$ cat config.mk
export PLATFORM = sky130hd
export DESIGN_NAME = spi_shift_core
export DESIGN_NICKNAME = d
export VERILOG_FILES = /design/src/rtl/spi_shift_core.sv
export SDC_FILE = /design/constraint.sdc
export NUM_CORES = 1
export LEC_CHECK = 0
export CORE_UTILIZATION = 42
export DETAILED_ROUTE_END_ITERATION = 16
export GPL_ROUTABILITY_DRIVEN = 1
export PLACE_DENSITY = 0.62
export SLEW_MARGIN = 20
export SYNTH_ARGS = -nofsm -noshare
export SYNTH_HDL_FRONTEND = slang
export SYNTH_SLANG_ARGS = --single-unit
$ cat constraint.sdc
create_clock -name apb_clk_in -period 8.8 [get_ports apb_clk_in]
set_clock_uncertainty 0.2 [all_clocks]
set_input_delay 2.2 -clock apb_clk_in [delete_from_list [all_inputs] [get_ports apb_clk_in]]
set_output_delay 2.2 -clock apb_clk_in [all_outputs]
set_load 0.005 [all_outputs]
$ cat src/rtl/spi_shift_core.sv
// Master-mode SPI shift engine with baud generator, SS control and mode-fault detection.
// Optional build macro SPI_LOOPBACK_EN adds loopback_in (internal MOSI->sample path).
module spi_shift_core #(
  parameter int DATA_WIDTH  = 8,
  parameter int SYNC_STAGES = 2
) (
  input  logic                  apb_clk_in,
  input  logic                  apb_rst_in,
  input  logic                  spe_in,
  input  logic                  cpol_in,
  input  logic                  cpha_in,
  input  logic                  lsbfe_in,
  input  logic                  ssoe_in,
  input  logic                  modfen_in,
  input  logic [2:0]            sppr_in,
  input  logic [2:0]            spr_in,
  input  logic                  start_in,
  input  logic [DATA_WIDTH-1:0] tx_data_in,
`ifdef SPI_LOOPBACK_EN
  input  logic                  loopback_in,
`endif
  input  logic                  miso_in,
  input  logic                  ss_in,
  output logic                  mosi_out,
  output logic                  sck_out,
  output logic                  ss_out,
  output logic                  ss_oe_out,
  output logic                  busy_out,
  output logic [DATA_WIDTH-1:0] shift_reg_out,
  output logic                  shift_finish_out,
  output logic                  modf_out
);

  localparam int EW = $clog2(2*DATA_WIDTH+1);
  localparam logic [EW-1:0] LAST_EDGE   = EW'(2*DATA_WIDTH);
  localparam logic [EW-1:0] FINAL_SHIFT = EW'(2*DATA_WIDTH-1);

  typedef enum logic [1:0] {ST_IDLE = 2'd0, ST_RUN = 2'd1, ST_DONE = 2'd2} state_t;

  function automatic logic first_bit(input logic [DATA_WIDTH-1:0] d, input logic lsb);
    return lsb ? d[0] : d[DATA_WIDTH-1];
  endfunction

  function automatic logic [DATA_WIDTH-1:0] shift_tx(input logic [DATA_WIDTH-1:0] d, input logic lsb);
    return lsb ? {1'b0, d[DATA_WIDTH-1:1]} : {d[DATA_WIDTH-2:0], 1'b0};
  endfunction

  function automatic logic [DATA_WIDTH-1:0] shift_rx(input logic [DATA_WIDTH-1:0] d, input logic b,
                                                     input logic lsb);
    return lsb ? {b, d[DATA_WIDTH-1:1]} : {d[DATA_WIDTH-2:0], b};
  endfunction

  state_t                  state_r, state_s;
  logic [10:0]             hcnt_r, hcnt_s, half_r, half_s, half_in_s;
  logic [EW-1:0]           ecnt_r, ecnt_s;
  logic                    tog_r, tog_s, cpol_r, cpol_s, cpha_r, cpha_s, lsbfe_r, lsbfe_s;
  logic [DATA_WIDTH-1:0]   tx_sr_r, tx_sr_s, rx_sr_r, rx_sr_s, shreg_r, shreg_s;
  logic                    mosi_r, mosi_s, ss_r, ss_s, busy_r, busy_s;
  logic                    fin_r, fin_s, modf_r, modf_s, fault_prev_r;
  logic [SYNC_STAGES-1:0]  miso_sync_r, ss_sync_r;
  logic                    fault_s, abort_s, hend_s, edge_s, odd_s, do_shift_s, do_sample_s;
  logic                    sample_bit_s;

  assign half_in_s  = ({8'd0, sppr_in} + 11'd1) << spr_in;
  assign fault_s    = modfen_in & ~ssoe_in & spe_in & ~ss_sync_r[SYNC_STAGES-1];
  assign abort_s    = fault_s | ~spe_in;
  assign hend_s     = (hcnt_r == (half_r - 11'd1));
  assign edge_s     = hend_s & (ecnt_r != LAST_EDGE);
  // ecnt_r holds the number of edges already taken, so an even count means the next edge is odd.
  assign odd_s      = ~ecnt_r[0];
  assign do_shift_s  = edge_s & (cpha_r ? odd_s : (~odd_s & (ecnt_r != FINAL_SHIFT)));
  assign do_sample_s = edge_s & (cpha_r ? ~odd_s : odd_s);

`ifdef SPI_LOOPBACK_EN
  logic loop_r, loop_s;
  assign sample_bit_s = loop_r ? mosi_r : miso_sync_r[SYNC_STAGES-1];
`else
  assign sample_bit_s = miso_sync_r[SYNC_STAGES-1];
`endif

  // Next-state and next-output logic for the transfer FSM.
  always_comb begin
    state_s = state_r;   hcnt_s  = hcnt_r;  half_s  = half_r;  ecnt_s = ecnt_r;
    tog_s   = tog_r;     cpol_s  = cpol_r;  cpha_s  = cpha_r;  lsbfe_s = lsbfe_r;
    tx_sr_s = tx_sr_r;   rx_sr_s = rx_sr_r; shreg_s = shreg_r;
    mosi_s  = mosi_r;    ss_s    = ss_r;    busy_s  = busy_r;
    fin_s   = 1'b0;
    modf_s  = fault_s & ~fault_prev_r;
`ifdef SPI_LOOPBACK_EN
    loop_s  = loop_r;
`endif
    case (state_r)
      ST_IDLE: begin
        if (start_in && spe_in && !fault_s) begin
          state_s = ST_RUN;  hcnt_s = 11'd0;  half_s = half_in_s;  ecnt_s = '0;
          tog_s   = 1'b0;    cpol_s = cpol_in; cpha_s = cpha_in;   lsbfe_s = lsbfe_in;
          rx_sr_s = '0;      busy_s = 1'b1;   ss_s   = 1'b0;
`ifdef SPI_LOOPBACK_EN
          loop_s  = loopback_in;
`endif
          if (!cpha_in) begin
            mosi_s  = first_bit(tx_data_in, lsbfe_in);
            tx_sr_s = shift_tx(tx_data_in, lsbfe_in);
          end else begin
            tx_sr_s = tx_data_in;
          end
        end else begin
          state_s = ST_IDLE;
        end
      end
      ST_RUN: begin
        if (abort_s) begin
          state_s = ST_IDLE; busy_s = 1'b0; ss_s = 1'b1; mosi_s = 1'b1;
          tog_s   = 1'b0;    hcnt_s = 11'd0; ecnt_s = '0;
        end else if (hend_s) begin
          hcnt_s = 11'd0;
          if (ecnt_r == LAST_EDGE) begin
            state_s = ST_DONE;
          end else begin
            ecnt_s = ecnt_r + EW'(1);
            tog_s  = ~tog_r;
            if (do_shift_s) begin
              mosi_s  = first_bit(tx_sr_r, lsbfe_r);
              tx_sr_s = shift_tx(tx_sr_r, lsbfe_r);
            end else begin
              tx_sr_s = tx_sr_r;
            end
            if (do_sample_s) begin
              rx_sr_s = shift_rx(rx_sr_r, sample_bit_s, lsbfe_r);
            end else begin
              rx_sr_s = rx_sr_r;
            end
          end
        end else begin
          hcnt_s = hcnt_r + 11'd1;
        end
      end
      ST_DONE: begin
        state_s = ST_IDLE; busy_s = 1'b0; ss_s = 1'b1; mosi_s = 1'b1;
        tog_s   = 1'b0;    hcnt_s = 11'd0; ecnt_s = '0;
        if (abort_s) begin
          fin_s = 1'b0;
        end else begin
          fin_s   = 1'b1;
          shreg_s = rx_sr_r;
        end
      end
      default: begin
        state_s = ST_IDLE; busy_s = 1'b0; ss_s = 1'b1; mosi_s = 1'b1;
        tog_s   = 1'b0;    hcnt_s = 11'd0; ecnt_s = '0;
      end
    endcase
  end

  // State and registered-output update with synchronous reset.
  always_ff @(posedge apb_clk_in) begin
    if (apb_rst_in) begin
      state_r <= ST_IDLE;  hcnt_r <= 11'd0;  half_r <= 11'd1;  ecnt_r <= '0;
      tog_r   <= 1'b0;     cpol_r <= 1'b0;   cpha_r <= 1'b0;   lsbfe_r <= 1'b0;
      tx_sr_r <= '0;       rx_sr_r <= '0;    shreg_r <= '0;
      mosi_r  <= 1'b1;     ss_r   <= 1'b1;   busy_r <= 1'b0;
      fin_r   <= 1'b0;     modf_r <= 1'b0;   fault_prev_r <= 1'b0;
`ifdef SPI_LOOPBACK_EN
      loop_r  <= 1'b0;
`endif
    end else begin
      state_r <= state_s;  hcnt_r <= hcnt_s; half_r <= half_s; ecnt_r <= ecnt_s;
      tog_r   <= tog_s;    cpol_r <= cpol_s; cpha_r <= cpha_s; lsbfe_r <= lsbfe_s;
      tx_sr_r <= tx_sr_s;  rx_sr_r <= rx_sr_s; shreg_r <= shreg_s;
      mosi_r  <= mosi_s;   ss_r   <= ss_s;   busy_r <= busy_s;
      fin_r   <= fin_s;    modf_r <= modf_s; fault_prev_r <= fault_s;
`ifdef SPI_LOOPBACK_EN
      loop_r  <= loop_s;
`endif
    end
  end

  // Metastability synchronizers for the asynchronous MISO and SS pins.
  always_ff @(posedge apb_clk_in) begin
    if (apb_rst_in) begin
      miso_sync_r <= '1;
      ss_sync_r   <= '1;
    end else begin
      miso_sync_r <= {miso_sync_r[SYNC_STAGES-2:0], miso_in};
      ss_sync_r   <= {ss_sync_r[SYNC_STAGES-2:0], ss_in};
    end
  end

  assign mosi_out         = mosi_r;
  assign sck_out          = (state_r == ST_IDLE) ? cpol_in : (cpol_r ^ tog_r);
  assign ss_out           = ss_r;
  assign ss_oe_out        = spe_in & modfen_in & ssoe_in;
  assign busy_out         = busy_r;
  assign shift_reg_out    = shreg_r;
  assign shift_finish_out = fin_r;
  assign modf_out         = modf_r;

endmodule
==> flow_metrics.env <==
export IMPL_maxClockFrequency_mhz=174
export IMPL_worstHoldStart="fault_prev_r$_SDFF_PP0_"
export IMPL_synth_compound_area_share_pct=15.7
export IMPL_cts_buffer_depth=2
export IMPL_leakage_nw=1.68
export IMPL_core_area_sq_um=8680
export IMPL_dieHeight_um=96.3
export IMPL_r2r_cells=7
export IMPL_crit_top_cell="clkdlybuf4s50_1"
export IMPL_holdPathStages=1
export IMPL_drive_above_1_share_pct=9.89
export IMPL_top_layer="met4"
export IMPL_cp_data_required_time_ns=6.40
export IMPL_cp_arrival_ns=3.34
export IMPL_clockRootBuffer="clkbuf_8"
export IMPL_setup_violations=0
export IMPL_synth_fa_ha_area_share_pct=2.01
export IMPL_synth_edf_count=0
export IMPL_synth_most_common_cell="dfxtp_1"
export IMPL_synth_common_cells="67 x dfxtp_1, 57 x nand2_1, 55 x nor2_1"
export IMPL_hpwl_um=5890
export IMPL_grt_setup_unrepaired="false"
export IMPL_ys_seq_elements=67
export IMPL_grt_max_degree=48
export IMPL_antennaDiodeCount=0
export IMPL_path_class="input pin to output port"
export IMPL_cts_hold_buffers=0
export IMPL_antenna_found_initial=0
export IMPL_slowest_stage="clkdlybuf4s50_1"
export IMPL_drtPass1Iterations=4
export IMPL_overflow=0
export IMPL_numCtsBuffers=9
export IMPL_hold_violations=0
export IMPL_std_cell_rows=34
export IMPL_grt_pass1_vias=2856
export IMPL_die_w_um=96.3
export IMPL_power_frac_comb_pct=14.4
export IMPL_synth_top_family_by_area="simple AND/OR/NAND/NOR gates"
export IMPL_start_util_pct=43.1
export IMPL_avgRoutedWirePerCell_um=14.1
export IMPL_drt_iter0_drc=192
export IMPL_fin_tns_setup_ns=0
export IMPL_cap_violations=0
export IMPL_outcome="finished clean"
export IMPL_synthCells=444
export IMPL_switching_share_pct=26.6
export IMPL_synth_top_cell_area_share_pct=35.9
export IMPL_avgViaCountPerCell=5.44
export IMPL_yosysUniqueCellTypes=60
export IMPL_max_stage_delay_ns=0.49
export IMPL_period_needed_ns=5.74
export IMPL_critical_path_top_delay_family="buffers and inverters"
export IMPL_synth_area_leaders="dfxtp_1 36%, mux2i_1 9.4%, nand2_1 5.7%"
export IMPL_synth_area_mux_share_pct=12.1
export IMPL_clockPowerShare_pct=40.1
export IMPL_finalCritPeriodShare_pct=65.3
export IMPL_irDropWorstVdd_mv=0.0718
export IMPL_post_cts_buffers=0
export IMPL_clock_sinks=67
export IMPL_synth_area_sq_um=3740
export IMPL_yosys_area_share_simple_pct=25.6
export IMPL_post_cts_resize_count=0
export IMPL_ant_nets=0
export IMPL_htreeDepth=3
export IMPL_final_area_sq_um=4390
export IMPL_critPathCaptureType="output port"
export IMPL_num_nets_final=501
export IMPL_cp_depth=3
export IMPL_seq_area_frac_synth_pct=35.9
export IMPL_synth_xor_area_share_pct=4.69
export IMPL_gp_congestion=0.818
export IMPL_crit_start="spe_in"
export IMPL_tightest_slew_ns=0.853
export IMPL_reg2reg_from="half_r[2]$_SDFFE_PP0P_"
export IMPL_met1_length_um=4180
export IMPL_clk_latency_ns=0.34
export IMPL_hp_class="flip-flop to flip-flop"
export IMPL_synth_fp_nets=475
export IMPL_async_flop_share_pct=0
export IMPL_seqPwrFrac_pct=45.4
export IMPL_crit_chain="clkdlybuf4s50_1, and3_1, clkdlybuf4s50_1"
export IMPL_drc_errors=0
export IMPL_pwr_density_cell_nw_per_um2=161
export IMPL_port_buffers=39
export IMPL_slew_viol_final=0
export IMPL_slew_headroom_pct=43.0
export IMPL_clk_pin_slew_worst_paths_ns=0.07
export IMPL_vias=3171
export IMPL_worst_path_buf_inv=2
export IMPL_die_area_sq_um=9280
export IMPL_grt_usage_pct=18.5
export IMPL_power_net_switching_mw=0.188
export IMPL_wl_um=8240
export IMPL_cts_tree="built"
export IMPL_syn_avg_cell_area_sq_um=8.42
export IMPL_yosysTopAreaCell="dfxtp_1"
export IMPL_dpl_cell_area_sq_um=4170
export IMPL_area_delta_synth_final_pct=17.3
export IMPL_intPower_mw=0.516
export IMPL_start_kind="input pin"
export IMPL_grt_pass1_wl_um=13300
export IMPL_wl_met2_um=3600
export IMPL_wl_met3_um=332
export IMPL_ys_flop_type="dfxtp_1"
export IMPL_critPathMaxFanout=3
export IMPL_ys_warn_count=0
export IMPL_io_pins=40
[flip-flops by register name, summed over array words and instances, names as in the netlist]
register          flops
mosi_out              1
cpol_r                1
rx_sr_r               8
cpha_r                1
half_r               11
shift_finish_out      1
ss_sync_r             2
shift_reg_out         8
miso_sync_r           2
modf_out              1
lsbfe_r               1
fault_prev_r          1
state_r               2
tx_sr_r               8
ss_out                1
hcnt_r               11
tog_r                 1
ecnt_r                5
busy_out              1
[layout make-up]
type                    instances  area, sq um
multi-input cells             341         2240
fillers                       840         4290
flip-flops and latches         67         1340
clock inverters                 6         90.1
repair buffers                 42          413
well taps                     108          135
clock buffers                  10          128
inverters                       9         33.8
[through the flow]
| step | util (%) | hold WS [ns] | instances | power, mW | setup WS (ns) |
|---|---|---|---|---|---|
| finish | 50.5 | 0.187 | 583 | 0.704 | 3.06 |
| global route | 50.5 | 0.217 | 583 | 0.737 | 2.96 |
| CTS | 50.5 | 0.190 | 583 | 0.711 | 3.05 |
| detailed placement | 48.0 | 0.183 | 567 | 0.428 | 3.06 |
| global placement | 48.0 | 0.174 | 567 | 0.426 | 3.08 |
| floorplan | - | 0.167 | 444 | 0.398 | 4.03 |
[logic make-up after synthesis]
family | count (synthesis)
xor+xnor | 20
simple gates | 189
flops | 67
fa+ha+maj | 6
compound gates | 82
buf+inv | 36
mux | 44
[final timing paths]
kind	end	slack [ns]
worst min-delay path	modf_out$_SDFF_PP0_	0.19
worst min register to register	modf_out$_SDFF_PP0_	0.19
worst max-delay path	ss_oe_out	3.06
worst max register to register	rx_sr_r[7]$_SDFFE_PP0P_	5.63
[power groups by stage]
stage               Clock, mW  Sequential (mW)  Combinational [mW]
floorplan                   0            0.323              0.0751
global route            0.303            0.321               0.113
detailed placement          0            0.327               0.102
finish                  0.283            0.320               0.101
global placement            0            0.327              0.0992
CTS                     0.289            0.320               0.102
[placed cells by master, fill, tap and decap left out, drive strengths merged, types with 3 or more instances in the layout]
cell type	instances
nand2	57
nor4b	4
dfxtp	67
buf	3
or3	5
a211o	7
or2	7
clkdlybuf4s50	39
nor4	4
mux2	9
and4	3
a21oi	28
a211oi	6
nor2	55
o21ai	11
nand4	8
xor2	11
nor3	7
ha	6
a221oi	4
nand2b	4
mux2i	35
a21o	3
a31oi	4
clkbuf	10
and3	3
inv	9
nand3b	5
o2bb2ai	3
nand3	10
xnor2	9
nor2b	6
nor3b	3
clkinv	3
[layer usage]
layer | up-vias | global-route usage, %
met1 | 1481 | 24.8
met5 | - | 0
met4 | 0 | 8.70
met2 | 59 | 28.5
li1 | 1620 | -
met3 | 11 | 3.48
[worst reg2reg max path: stages (launching register included)]
cell and delay [ns]:
dfxtp_1 0.38, or3_1 0.51, or3_4 0.42, or3_4 0.39, a311oi_4 0.41, and2_4 0.33
nand4_4 0.23, mux2i_1 0.20
(Power assumes the default switching activity.)
